### src/rtl/idli_pkg.sv
// -----------------------------------------------------------------------------
// idli_pkg
// Shared types and defaults for the idli fetch path.
//   fetch_entry_t : one buffered instruction, {instr, pc}, 16b each
//   FB_DEPTH      : default number of fetch buffer entries
// -----------------------------------------------------------------------------
package idli_pkg;

   localparam int FB_DEPTH = 2;

   typedef struct packed {
      logic [15:0] instr;
      logic [15:0] pc;
   } fetch_entry_t;

endpackage : idli_pkg

### src/rtl/idli_fifo_m.sv
// -----------------------------------------------------------------------------
// idli_fifo_m
// Small synchronous FIFO with occupancy count. The head is read straight out
// of the storage flops, so data written on one edge is visible after it.
// A push into a full FIFO is accepted only when a pop happens on the same
// edge; a pop is ignored while empty (no bypass).
// Ports:
//   clk    in   clock, rising edge
//   rst    in   synchronous active-high reset (pointers and count only)
//   flush  in   empty the FIFO; overrides push and pop
//   push   in   write wdata
//   pop    in   advance the head
//   wdata  in   WIDTH-bit write data
//   rdata  out  WIDTH-bit head entry
//   vld    out  FIFO not empty
//   full   out  FIFO holds DEPTH entries
// -----------------------------------------------------------------------------
module idli_fifo_m #(
   parameter int WIDTH = 32,
   parameter int DEPTH = 2
) (
   input  logic             clk,
   input  logic             rst,
   input  logic             flush,
   input  logic             push,
   input  logic             pop,
   input  logic [WIDTH-1:0] wdata,
   output logic [WIDTH-1:0] rdata,
   output logic             vld,
   output logic             full
);

   localparam int PTR_W = (DEPTH > 1) ? $clog2(DEPTH) : 1;
   localparam int CNT_W = $clog2(DEPTH + 1);

   logic [WIDTH-1:0] mem_r [DEPTH];
   logic [PTR_W-1:0] wr_ptr_r;
   logic [PTR_W-1:0] rd_ptr_r;
   logic [CNT_W-1:0] count_r;
   logic             empty_s;
   logic             full_s;
   logic             do_push_s;
   logic             do_pop_s;

   // Accept decisions: full push only succeeds alongside a pop.
   always_comb begin
      empty_s   = (count_r == CNT_W'(0));
      full_s    = (count_r == CNT_W'(DEPTH));
      do_pop_s  = pop && !empty_s && !flush;
      if (full_s) begin
         do_push_s = push && do_pop_s;
      end else begin
         do_push_s = push && !flush;
      end
   end

   // Storage array; intentionally not reset.
   always_ff @(posedge clk) begin
      if (do_push_s) begin
         mem_r[wr_ptr_r] <= wdata;
      end
   end

   // Pointer and occupancy state; pointers wrap modulo DEPTH (power of two).
   always_ff @(posedge clk) begin
      if (rst) begin
         wr_ptr_r <= PTR_W'(0);
         rd_ptr_r <= PTR_W'(0);
         count_r  <= CNT_W'(0);
      end else if (flush) begin
         wr_ptr_r <= PTR_W'(0);
         rd_ptr_r <= PTR_W'(0);
         count_r  <= CNT_W'(0);
      end else begin
         if (do_push_s) begin
            wr_ptr_r <= wr_ptr_r + PTR_W'(1);
         end
         if (do_pop_s) begin
            rd_ptr_r <= rd_ptr_r + PTR_W'(1);
         end
         case ({do_push_s, do_pop_s})
            2'b10:   count_r <= count_r + CNT_W'(1);
            2'b01:   count_r <= count_r - CNT_W'(1);
            default: count_r <= count_r;
         endcase
      end
   end

   assign rdata = mem_r[rd_ptr_r];
   assign vld   = !empty_s;
   assign full  = full_s;

endmodule : idli_fifo_m

### src/rtl/idli_fetch_buf_m.sv
// -----------------------------------------------------------------------------
// idli_fetch_buf_m
// Assembles 4-bit SQI read nibbles (big-endian, first nibble = [15:12]) into
// 16-bit instruction words, tags each with its fetch PC and queues them in a
// DEPTH-entry FIFO for the decode stage.
// Ports:
//   i_fb_gck         in   core clock
//   i_fb_rst         in   synchronous active-high reset
//   i_fb_sqi_rd_vld  in   nibble valid this cycle
//   i_fb_sqi_data    in   4b nibble
//   i_fb_redir       in   redirect: drop buffered words and partial word
//   i_fb_redir_pc    in   16b new fetch address
//   o_fb_instr_vld   out  head entry valid
//   o_fb_instr       out  16b head instruction
//   o_fb_instr_pc    out  16b head instruction address
//   i_fb_instr_rdy   in   consumer takes head
//   o_fb_full        out  all entries occupied
//   o_fb_ovf         out  sticky: word completed while full with no pop
// -----------------------------------------------------------------------------
module idli_fetch_buf_m
   import idli_pkg::*;
#(
   parameter int DEPTH = FB_DEPTH
) (
   input  logic        i_fb_gck,
   input  logic        i_fb_rst,
   input  logic        i_fb_sqi_rd_vld,
   input  logic [3:0]  i_fb_sqi_data,
   input  logic        i_fb_redir,
   input  logic [15:0] i_fb_redir_pc,
   output logic        o_fb_instr_vld,
   output logic [15:0] o_fb_instr,
   output logic [15:0] o_fb_instr_pc,
   input  logic        i_fb_instr_rdy,
   output logic        o_fb_full,
   output logic        o_fb_ovf
);

   logic [15:0]  asm_r;
   logic [1:0]   nib_cnt_r;
   logic [15:0]  fetch_pc_r;
   logic         ovf_r;

   logic         word_done_s;
   logic         push_s;
   logic         pop_s;
   fetch_entry_t push_entry_s;
   fetch_entry_t head_entry_s;
   logic         head_vld_s;
   logic         full_s;

   // Word completion and FIFO handshakes; a redirect cancels both.
   always_comb begin
      word_done_s        = i_fb_sqi_rd_vld && (nib_cnt_r == 2'd3);
      push_s             = word_done_s && !i_fb_redir;
      pop_s              = head_vld_s && i_fb_instr_rdy && !i_fb_redir;
      push_entry_s.instr = {asm_r[15:4], i_fb_sqi_data};
      push_entry_s.pc    = fetch_pc_r;
   end

   // Nibble assembly, fetch PC and sticky overflow flag.
   always_ff @(posedge i_fb_gck) begin
      if (i_fb_rst) begin
         asm_r      <= 16'h0000;
         nib_cnt_r  <= 2'd0;
         fetch_pc_r <= 16'h0000;
         ovf_r      <= 1'b0;
      end else if (i_fb_redir) begin
         nib_cnt_r  <= 2'd0;
         fetch_pc_r <= i_fb_redir_pc;
      end else begin
         if (i_fb_sqi_rd_vld) begin
            // Each nibble lands in its final position so the 4th can be
            // concatenated directly onto [15:4] without a shift stage.
            case (nib_cnt_r)
               2'd0:    asm_r[15:12] <= i_fb_sqi_data;
               2'd1:    asm_r[11:8]  <= i_fb_sqi_data;
               2'd2:    asm_r[7:4]   <= i_fb_sqi_data;
               default: asm_r[3:0]   <= i_fb_sqi_data;
            endcase
            nib_cnt_r <= nib_cnt_r + 2'd1;
         end
         // PC advances even when the word is dropped on overflow.
         if (push_s) begin
            fetch_pc_r <= fetch_pc_r + 16'd1;
         end
         if (push_s && full_s && !pop_s) begin
            ovf_r <= 1'b1;
         end
      end
   end

   idli_fifo_m #(
      .WIDTH ($bits(fetch_entry_t)),
      .DEPTH (DEPTH)
   ) u_fifo (
      .clk   (i_fb_gck),
      .rst   (i_fb_rst),
      .flush (i_fb_redir),
      .push  (push_s),
      .pop   (pop_s),
      .wdata (push_entry_s),
      .rdata (head_entry_s),
      .vld   (head_vld_s),
      .full  (full_s)
   );

   assign o_fb_instr_vld = head_vld_s;
   assign o_fb_instr     = head_entry_s.instr;
   assign o_fb_instr_pc  = head_entry_s.pc;
   assign o_fb_full      = full_s;
   assign o_fb_ovf       = ovf_r;

endmodule : idli_fetch_buf_m

### config.mk
export PLATFORM = sky130hd
export DESIGN_NAME = idli_fetch_buf_m
export DESIGN_NICKNAME = d
export VERILOG_FILES = /design/src/rtl/idli_pkg.sv /design/src/rtl/idli_fifo_m.sv /design/src/rtl/idli_fetch_buf_m.sv
export SDC_FILE = /design/constraint.sdc
export NUM_CORES = 1
export LEC_CHECK = 0
export ABC_AREA = 1
export CAP_MARGIN = 5
export CORE_ASPECT_RATIO = 1.75
export CORE_MARGIN = 3
export CORE_UTILIZATION = 50
export CTS_CLUSTER_DIAMETER = 120
export DETAILED_ROUTE_END_ITERATION = 8
export PLACE_DENSITY = 0.7
export SYNTH_ARGS = -nofsm -noshare
export SYNTH_HDL_FRONTEND = slang
export SYNTH_HIERARCHICAL = 1
export SYNTH_SLANG_ARGS = --single-unit
### constraint.sdc
create_clock -name i_fb_gck -period 3.9 [get_ports i_fb_gck]
set_clock_uncertainty 0.05 [all_clocks]
set_input_delay 0.78 -clock i_fb_gck [delete_from_list [all_inputs] [get_ports i_fb_gck]]
set_output_delay 0.78 -clock i_fb_gck [all_outputs]
set_load 0.02 [all_outputs]
==> impl_metrics.tcl <==
set metrics [dict create \
    status "complete, no violations" \
    num_rows 44 \
    final_nets 482 \
    antenna_found_initial 0 \
    power_leakage_nw 1.96 \
    cts_root_buf "clkbuf_16" \
    area_delta_synth_final_pct 21.5 \
    tightestPinTransition_ps 645 \
    diodes 0 \
    viasPerCell 5.00 \
    power.density_mw_per_mm2 381 \
    period_share 0.802 \
    synth.most_common_cell "edfxtp_1" \
    fmax_ghz 0.320 \
    syn-num-nets 416 \
    whs_ps 399 \
    gr-total-overflow 0 \
    finalWirelength_um 7820 \
    crit_arrival_ps 2300 \
    grt_pass1_vias 2711 \
    avgSynthCellArea_um2 11.4 \
    cts_max_level 3 \
    antenna_left 0 \
    synth_area_leaders "edfxtp_1, dfxtp_1, mux2_4" \
    synth_commonest_cells "edfxtp_1, nand2_1, inv_1, dfxtp_1" \
    cp_max_fo 18 \
    min_path_type "reg2reg" \
    final_core_util 0.631 \
    synth_cell_types 30 \
    core_mm2 0.00842 \
    grt_max_degree 33 \
    start_util 0.520 \
    clk_latency_ps 340 \
    clock_path_buffers 2 \
    power_mw 2.03 \
    final.min_clock_period_ps 3130 \
    drcViolationCount 0 \
    die_y_um 130 \
    crit_path_start_kind "flip-flop" \
    async_reset_ff_frac 0 \
    synth_top_area_cell "edfxtp_1" \
    max-vdd-ir-drop_mv 0.300 \
    fin_tns_setup_ps 0 \
    maxCapViolCount 0 \
    cts.sinks 100 \
    cts_buffers 9 \
    synth_edf_count 64 \
    cp_num_buf_inv 2 \
    hold_viol 0 \
    drive_above_1_share 0.138 \
    cts_tree "done" \
    drt_iter0_markers 176 \
    io-pin-count 60 \
    synth_top_area_frac 0.439 \
    cts.clk_slew.worst_paths_ps 60 \
    holdBufCountCts 0 \
    cp_top_family "buffers and inverters" \
    grt_use_total 0.166 \
    place_area_mm2 0.00506 \
    cp_slowest_cell "dfxtp_2" \
    yosysWarnings 6 \
    crit_type "reg2out" \
    grt_pass1_wl_um 12700 \
    post_cts_resize_count 0 \
    dr_total_vias 2856 \
    cp.required_ps 3070 \
    postCtsSetupBuffers 0 \
    dr.pass1.iters 4 \
    slew_headroom 0.569 \
    slew_viol_final 0 \
    io_buffers 59 \
    slowest_delay_ps 740 \
    ys_seq_area_frac 0.604 \
    die_w_um 76.7 \
    dieArea_mm2 0.00996 \
    stdcell_area_mm2 0.00532 \
    yosys_most_used_dff "edfxtp_1" \
    rsz0062_at_grt "no" \
    endpoint_kind "output pin" \
    drt-wirelength-per-cell_um 13.7 \
    setup_viol 0 \
    crit_chain "buf_4, mux2_2, clkdlybuf4s50_1" \
    ys_seq_elements 100 \
    hpwlAfterDp_um 5610 \
    gp_congestion 0.929 \
    synthesis.area_mm2 0.00438 \
    syn_inst 385 \
]
## where the power goes
| part | total (mW) | switching (mW) | leakage (nW) | internal (mW) |
|---|---|---|---|---|
| Combinational | 0.0895 | 0.0473 | 0.969 | 0.0423 |
| Clock | 0.779 | 0.351 | 0.123 | 0.428 |
| Sequential | 1.16 | 0.0183 | 0.872 | 1.14 |
## per-layer routing
layer / GRT usage / share of wire / up-vias / routed length (um)
met1: 0.179 / 0.39 / 1318 / 3030
met2: 0.296 / 0.54 / 70 / 4220
met5: 0 / 0 / - / 0
met4: 0.0993 / 0.038 / 0 / 296
li1: - / - / 1448 / -
met3: 0.0352 / 0.035 / 20 / 272
## cell type report
class / count / area [um^2]
Fill cell: 646 / 3110
Sequential cell: 100 / 2640
Multi-Input combinational cell: 225 / 1450
Timing Repair Buffer: 65 / 636
Clock buffer: 11 / 233
Inverter: 50 / 188
Tap cell: 115 / 144
Clock inverter: 5 / 28.8
## layout by cell type (no fill, tap or decap)
master,count
mux2_4,30
nor3_1,2
nand4_1,4
edfxtp_1,64
clkinv_2,2
clkdlybuf4s50_1,59
nand2_1,60
nor2_2,3
nand3_2,1
clkbuf_1,2
a211oi_1,1
a31oi_1,7
o21ai_0,30
nand3_1,20
nor2_1,23
or2_2,1
inv_2,1
a21oi_1,26
xnor2_1,2
nand2_4,1
clkbuf_16,9
buf_4,6
xor2_1,2
nor2_4,2
dfxtp_2,1
nand2_2,1
clkinv_1,1
ha_1,6
dfxtp_1,35
a21oi_2,1
mux2_2,2
inv_1,49
clkinvlp_4,2
## final timing paths
path                                            end  cells after the start  slack, ps    startpoint
worst min-delay path            u_fifo/mem_r[0][20]                      0        400      asm_r[4]
worst min register to register  u_fifo/mem_r[0][20]                      0        400      asm_r[4]
worst max register to register   u_fifo/mem_r[0][9]                     10       1530  nib_cnt_r[0]
worst max-delay path              o_fb_instr_pc[12]                      3        770     flip-flop
## flip-flops by register name, indices dropped and copies added (netlist names), named ones only
register,cells
fetch_pc_r,16
u_fifo/mem_r,64
u_fifo/rd_ptr_r,1
nib_cnt_r,2
u_fifo/wr_ptr_r,1
o_fb_ovf,1
u_fifo/count_r,2
asm_r,12
## kinds of logic (layout without fill, tap and decap cells)
group                    Yosys count  in the layout  share of synthesized area
XOR/XNOR                           4              4                    0.00801
multiplexers                      32             32                      0.108
buffers and inverters             60            131                     0.0666
AO/OA/AOI/OAI                     65             65                     0.0778
flip-flops                       100            100                      0.604
adder cells (fa/ha/maj)            6              6                     0.0172
AND/OR/NAND/NOR                  118            118                      0.119
## metrics by stage
stage | setup slack, ps | cells
finish | 774 | 571
CTS | 745 | 571
floorplan | 630 | 385
global route | 717 | 571
global placement | 757 | 555
detailed placement | 688 | 555
No activity file was read; power rests on OpenSTA's default activity.
